`src/rtl/fpnew_noncomp_wb.sv`:
```
// Writeback stage for the non-computational FP lane: buffers lane responses,
// widens them to XLEN, and accrues the sticky exception flags on retirement.
module fpnew_noncomp_wb #(
  parameter int unsigned WIDTH    = 32,
  parameter int unsigned XLEN     = 64,
  parameter int unsigned TagWidth = 4,
  parameter int unsigned Depth    = 2
) (
  input  logic                clk_i,
  input  logic                rst_ni,
  input  logic                in_valid_i,
  output logic                in_ready_o,
  input  logic [WIDTH-1:0]    result_i,
  input  logic [4:0]          status_i,
  input  logic                extension_bit_i,
  input  logic [9:0]          class_mask_i,
  input  logic                is_class_i,
  input  logic [TagWidth-1:0] tag_i,
  input  logic                flush_i,
  output logic                wb_valid_o,
  input  logic                wb_ready_i,
  output logic [XLEN-1:0]     wb_data_o,
  output logic [TagWidth-1:0] wb_tag_o,
  output logic [4:0]          wb_status_o,
  output logic [4:0]          fflags_o,
  input  logic                fflags_clr_i,
  output logic                busy_o
);

  localparam int unsigned PtrW = (Depth > 1) ? $clog2(Depth) : 1;
  localparam int unsigned CntW = $clog2(Depth + 1);
  localparam logic [PtrW-1:0] LastPtr = PtrW'(Depth - 1);
  localparam logic [CntW-1:0] FullCnt = CntW'(Depth);

  logic [XLEN-1:0]     data_mem_r   [Depth];
  logic [TagWidth-1:0] tag_mem_r    [Depth];
  logic [4:0]          status_mem_r [Depth];
  logic [PtrW-1:0]     wr_ptr_r;
  logic [PtrW-1:0]     rd_ptr_r;
  logic [CntW-1:0]     count_r;
  logic [4:0]          fflags_r;

  logic                push_s;
  logic                pop_s;
  logic                full_s;
  logic                empty_s;
  logic [XLEN-1:0]     fmt_data_s;

  // Class masks are zero-extended; everything else is filled with the extension bit
  // (sign extension for integer results, NaN-boxing for narrow FP results).
  function automatic logic [XLEN-1:0] format_result(
    input logic [WIDTH-1:0] res,
    input logic             ext,
    input logic [9:0]       mask,
    input logic             is_cls
  );
    logic [XLEN-1:0] word;
    if (is_cls) begin
      word       = {XLEN{1'b0}};
      word[9:0]  = mask;
    end else begin
      word              = {XLEN{ext}};
      word[WIDTH-1:0]   = res;
    end
    return word;
  endfunction

  function automatic logic [PtrW-1:0] next_ptr(input logic [PtrW-1:0] ptr);
    logic [PtrW-1:0] nxt;
    if (ptr == LastPtr) begin
      nxt = {PtrW{1'b0}};
    end else begin
      nxt = ptr + PtrW'(1);
    end
    return nxt;
  endfunction

  // Handshake qualification and push-time formatting.
  always_comb begin
    full_s     = (count_r == FullCnt);
    empty_s    = (count_r == {CntW{1'b0}});
    push_s     = in_valid_i & ~full_s & ~flush_i;
    pop_s      = ~empty_s & wb_ready_i & ~flush_i;
    fmt_data_s = format_result(result_i, extension_bit_i, class_mask_i, is_class_i);
  end

  // Pointer and occupancy bookkeeping; flush drops everything buffered.
  always_ff @(posedge clk_i or negedge rst_ni) begin
    if (!rst_ni) begin
      wr_ptr_r <= {PtrW{1'b0}};
      rd_ptr_r <= {PtrW{1'b0}};
      count_r  <= {CntW{1'b0}};
    end else if (flush_i) begin
      wr_ptr_r <= {PtrW{1'b0}};
      rd_ptr_r <= {PtrW{1'b0}};
      count_r  <= {CntW{1'b0}};
    end else begin
      if (push_s) begin
        wr_ptr_r <= next_ptr(wr_ptr_r);
      end
      if (pop_s) begin
        rd_ptr_r <= next_ptr(rd_ptr_r);
      end
      case ({push_s, pop_s})
        2'b10:   count_r <= count_r + CntW'(1);
        2'b01:   count_r <= count_r - CntW'(1);
        default: count_r <= count_r;
      endcase
    end
  end

  // Entry storage, cleared on reset so an empty FIFO reads back zero.
  always_ff @(posedge clk_i or negedge rst_ni) begin
    if (!rst_ni) begin
      for (int i = 0; i < int'(Depth); i++) begin
        data_mem_r[i]   <= {XLEN{1'b0}};
        tag_mem_r[i]    <= {TagWidth{1'b0}};
        status_mem_r[i] <= 5'b00000;
      end
    end else if (push_s) begin
      data_mem_r[wr_ptr_r]   <= fmt_data_s;
      tag_mem_r[wr_ptr_r]    <= tag_i;
      status_mem_r[wr_ptr_r] <= status_i;
    end
  end

  // Sticky flags: a clear coinciding with a retirement keeps only the new status.
  always_ff @(posedge clk_i or negedge rst_ni) begin
    if (!rst_ni) begin
      fflags_r <= 5'b00000;
    end else begin
      case ({fflags_clr_i, pop_s})
        2'b11:   fflags_r <= status_mem_r[rd_ptr_r];
        2'b01:   fflags_r <= fflags_r | status_mem_r[rd_ptr_r];
        2'b10:   fflags_r <= 5'b00000;
        default: fflags_r <= fflags_r;
      endcase
    end
  end

  assign in_ready_o  = ~full_s;
  assign wb_valid_o  = ~empty_s;
  assign busy_o      = ~empty_s;
  assign wb_data_o   = data_mem_r[rd_ptr_r];
  assign wb_tag_o    = tag_mem_r[rd_ptr_r];
  assign wb_status_o = status_mem_r[rd_ptr_r];
  assign fflags_o    = fflags_r;

endmodule

```
`config.mk`:
```
export PLATFORM = sky130hd
export DESIGN_NAME = fpnew_noncomp_wb
export DESIGN_NICKNAME = d
export VERILOG_FILES = /design/src/rtl/fpnew_noncomp_wb.sv
export SDC_FILE = /design/constraint.sdc
export NUM_CORES = 1
export LEC_CHECK = 0
export ABC_AREA = 1
export CORE_MARGIN = 4
export CORE_UTILIZATION = 45
export DETAILED_ROUTE_END_ITERATION = 7
export PLACE_DENSITY = 0.76
export SYNTH_ARGS = -nofsm -noshare
export SYNTH_HDL_FRONTEND = slang
export SYNTH_SLANG_ARGS = --single-unit
```
`constraint.sdc`:
```
create_clock -name clk_i -period 7.93 [get_ports clk_i]
set_input_delay 1.586 -clock clk_i [delete_from_list [all_inputs] [get_ports clk_i]]
set_output_delay 1.586 -clock clk_i [all_outputs]
set_load 0.02 [all_outputs]
```
### Word level (Yosys, flattened, before mapping)

Cells that the tools add are included.

* output and inout bits: 81
* logic and storage cells: 67
* flip-flop bits (word level): 155

* reduce and logical (&&, ||, !) cells: 6
* multiplexer cells: 28
* add/subtract/negate cells: 4
* bitwise logic cells: 10
* equality and inequality tests: 6
* magnitude comparators: 3

Operator list (number)
* 2-to-1 mux 64 bit: 5
* bitwise mux 128 bit: 1
* demux 64 bit (select 1 bit): 1
* 2-to-1 mux 5 bit: 4
* 2-to-1 mux 4 bit: 4
* case mux 5 bit (3 select lines): 1
* bitwise mux 10 bit: 1
* bitwise mux 8 bit: 1
* equality test 2 bit, second input constant: 4
* 2-to-1 mux 1 bit: 6
* nonzero test 3 bit: 2
* demux 5 bit (select 1 bit): 1
* OR 5 bit: 1
* bitwise AND 1 bit: 4
* demux 4 bit (select 1 bit): 1
* equality test 2 x 1 -> 1 bit, second input constant: 2
* greater-or-equal comparator 2 bit, second input constant: 2
* inverter 1 -> 2 bit: 2
* case mux 2 bit (2 select lines): 1
* nonzero test 2 bit: 2
* inverter 1 bit: 3
* adder 1 bit, second input constant: 2
* adder 2 x 1 -> 2 bit, second input constant: 1
* zero test 2 bit: 1
* other kinds (4): 4

### Longest topological paths before layout

* word-level depth: 7
* gate-level depth with buffers: 10
* mapped depth without buffers: 9

### Worst setup path after synthesis

No wires, ideal clock.

* path type: register to output
* from: register rd_ptr_r
* to: output wb_data_o[33]
* stages on the path, launching flop included: 4
* arrival time: 3064 ps
* buffers on the path: 2
* setup slack: 3280 ps
* path through: dfrtp_1 -> clkbuf_1 -> o21ai_0 -> buf_4

* cells in the longest elaborated chain, start to end: 4

Ends and longest elaborated chain
* from (decl): line 39 `logic [PtrW-1:0] rd_ptr_r;`
* from (signal assigned): line 91 `rd_ptr_r <= {PtrW{1'b0}};`
* from (signal assigned): line 95 `rd_ptr_r <= {PtrW{1'b0}};`
* from (signal assigned): line 102 `rd_ptr_r <= next_ptr(rd_ptr_r);`
* inverter 1 -> 2 bit (implied by the code): line 144 `assign wb_data_o = data_mem_r[rd_ptr_r];`
* 2-to-1 mux 64 bit (implied by the code) (3 in series): line 144
* to (decl): line 22 `output logic [XLEN-1:0] wb_data_o,`

No other way between the ends. The select of a mux whose other input is x is not followed.

### Final worst setup path

* from: register rd_ptr_r
* to: output wb_data_o[60]

Same word-level chain as after synthesis.

==> results.ini <==
[placement]
numPortBuffers = 139
hpwlAfterDp_um = 7930
gp_congestion = 0.819
place_ws_ns = 4.15

[yosys]
ys_types = 25
syn_area_mm2 = 0.00495
ys_seq_area_share_pct = 47.1
synthesis.nets = 668
ys.warnings.count = 0
syn_inst = 607
syn_avg_cell_area_um2 = 8.15
synth-seq-cells = 93

[worst_hold_path]
holdCritStartpoint = data_mem_r[19]$_DFFE_PN0P_
hold_class = flip-flop to flip-flop
hold-path-cell-count = 2

[clock_network]
cts_resized = 0
clock_path_buffers = 2
cts_root_buf = clkbuf_8
clock_latency_ns = 0.35
path_clk_slew_ns = 0.09
htree_num_levels = 3
cts_tree = done
cts_hold_buf = 0
postCtsSetupBuffers = 0
numCtsBuffers = 9
cts_num_sinks = 93

[die]
die_height_um = 113
rows = 38
fp.dieW_um = 113
start_util_pct = 45.8
die-area_mm2 = 0.0127
floorplan.io_pins = 140
core_mm2 = 0.0108

[sta]
finalSetupTns_ns = 0
final_max_slew_viol_count = 0
worst_pin_slew_ns = 0.975
finalCriticalPeriod_ns = 4.09
timing.fmax_mhz = 244
final.setup.worst_slack_ns = 3.84
max_slew_margin_pct = 35.0
setup_viol = 0
period_share_pct = 51.6
hold_violations = 0
skew_ns = 0.0116
rsz0062_at_grt = false

[finish]
layout_commonest_cell = nand2_1
multi_input_area_mm2 = 0.00187
area.growth.synth_to_final_pct = 26.8
drive_gt1_share_pct = 13.7
seqCellArea_mm2 = 0.00233
diodes = 0
fin_nets = 762
mostFrequentLayoutCells = nand2_1 (209), clkdlybuf4s50_1 (138), dfrtp_1 (92)
nFillCells = 997

[setup_path]
setup.worst_path.end = wb_data_o[60]
cp-startpoint = rd_ptr_r$_DFFE_PN0P_
start_kind = flip-flop
r2r_start = count_r[0]$_DFFE_PN0P_
cp.arrival_ns = 2.51
cpMaxStageDelayCell = o21ai_2
crit_buf_inv = 1
path_class = flip-flop to output pin
end_kind = output pin
cp_cell_sequence = o21ai_2, clkdlybuf4s50_1
ff2ff_setup_slack_ns = 5.82
worstPathRequired_ns = 6.34
worstReg2RegEnd = tag_mem_r[2]$_DFFE_PN0P_
slowest_delay_ns = 0.82
crit_cells = 2
cp_top_family = compound AO/OA/AOI/OAI gates
critPathMaxFanout = 32
ff2ff_path_depth = 9

[status]
outcome = finished clean

[pwr]
powerDensity_mw_per_mm2 = 351
p_switching_uw = 903
sequentialPowerShare_pct = 35.2
power_leakage_nw = 3.04
vdd_drop_max_v = 0.000190
power.internal_mw = 1.30
p_clk_share_pct = 13.1
pwr-share-comb_pct = 51.7
sw_frac_of_total_pct = 41.0

[global_routing]
antenna_found_initial = 0
grt_pass1_wl_um = 19100
track_usage_pct = 18.2
grt_max_degree = 67
first_global_vias = 4182
overflow = 0

[route]
viasPerCell = 4.82
drtIter0Drc = 180
via_count = 4076
wl_per_cell_um = 13.3
first_pass_iters = 5
ant_nets = 0
routed_wl_um = 11300
drc_errors = 0

[job]
maxCapViolations = 0

through the flow:
stage	power, mW	util, %	hold slack, ns	std cells	cell area (um2)
6_report	2.20	58.1	0.478	846	6270
5_1_grt	2.36	58.1	0.497	846	6270
4_1_cts	2.23	58.1	0.478	846	6270
3_5_place_dp	1.93	56.5	0.458	830	6090
3_3_place_gp	1.90	56.5	0.454	830	6090
2_1_floorplan	1.53	-	0.442	607	4950
final cells by class:
class                   instances  area share (%)
clock buffers                  12            2.47
clock inverters                 4           0.359
inverters                      80            4.79
multi-input cells             374            29.8
flip-flops and latches         93            37.1
well taps                     140            2.79
repair buffers                143            22.6
power by group through the flow:
| stage | clock network [mW] | logic, mW | registers, mW |
|---|---|---|---|
| 6_report | 0.289 | 1.14 | 0.774 |
| 5_1_grt | 0.318 | 1.24 | 0.796 |
| 4_1_cts | 0.298 | 1.16 | 0.773 |
| 3_5_place_dp | 0 | 1.15 | 0.782 |
| 3_3_place_gp | 0 | 1.12 | 0.772 |
| 2_1_floorplan | 0 | 0.764 | 0.766 |
worst min path at each step:
| stage | to | slack, ns |
|---|---|---|
| 2_1_floorplan | data_mem_r[0]$_DFFE_PN0P_ | 0.44 |
| 3_3_place_gp | data_mem_r[17]$_DFFE_PN0P_ | 0.45 |
| 3_5_place_dp | data_mem_r[19]$_DFFE_PN0P_ | 0.46 |
| 4_1_cts | data_mem_r[27]$_DFFE_PN0P_ | 0.48 |
| 5_1_grt | data_mem_r[19]$_DFFE_PN0P_ | 0.50 |
| 6_report | data_mem_r[19]$_DFFE_PN0P_ | 0.48 |
synth_stat cells (all sizes together):
master	instances	area [um2]
nor3	2	10.0
clkinv	1	3.75
buf	54	425
o21ai	90	586
mux2	10	113
dfrtp	93	2330
nand3b	1	7.51
a21oi	7	35.0
nor2	28	138
clkbuf	6	26.3
ha	2	25.0
nand2	232	943
nand3	2	10.0
inv	79	297
flip-flops by register name, indices dropped and copies added (netlist names):
register,flops
count_r,2
data_mem_r,66
fflags_o,5
rd_ptr_r,1
status_mem_r,10
tag_mem_r,8
wr_ptr_r,1
kinds of logic (layout without fill, tap and decap cells):
group / Yosys count / count (layout) / share of synthesized area [%]
buffers and inverters: 140 / 239 / 15.2
muxes: 10 / 10 / 2.28
DFF: 93 / 93 / 47.1
and+or+nand+nor: 265 / 265 / 22.4
adders and majority gates: 2 / 2 / 0.506
AOI/OAI and AO/OA: 97 / 97 / 12.5
layer usage:
metal	share of wire (%)	track usage, %	vias up
met3	5.6	3.53	19
met2	48	30.1	116
met5	0	0	-
li1	-	-	1998
met4	2.1	8.41	0
met1	44	23.2	1943
worst register-to-register path, stage by stage (launching register included):
cell,delay (ns)
dfrtp_1,0.42
inv_2,0.08
nand2_4,0.08
nand2_4,0.06
inv_2,0.06
nand2_4,0.08
nor2_8,0.40
inv_2,0.50
nand2_1,0.19
o21ai_1,0.08
Note: power is estimated with default switching activity, not from simulation.
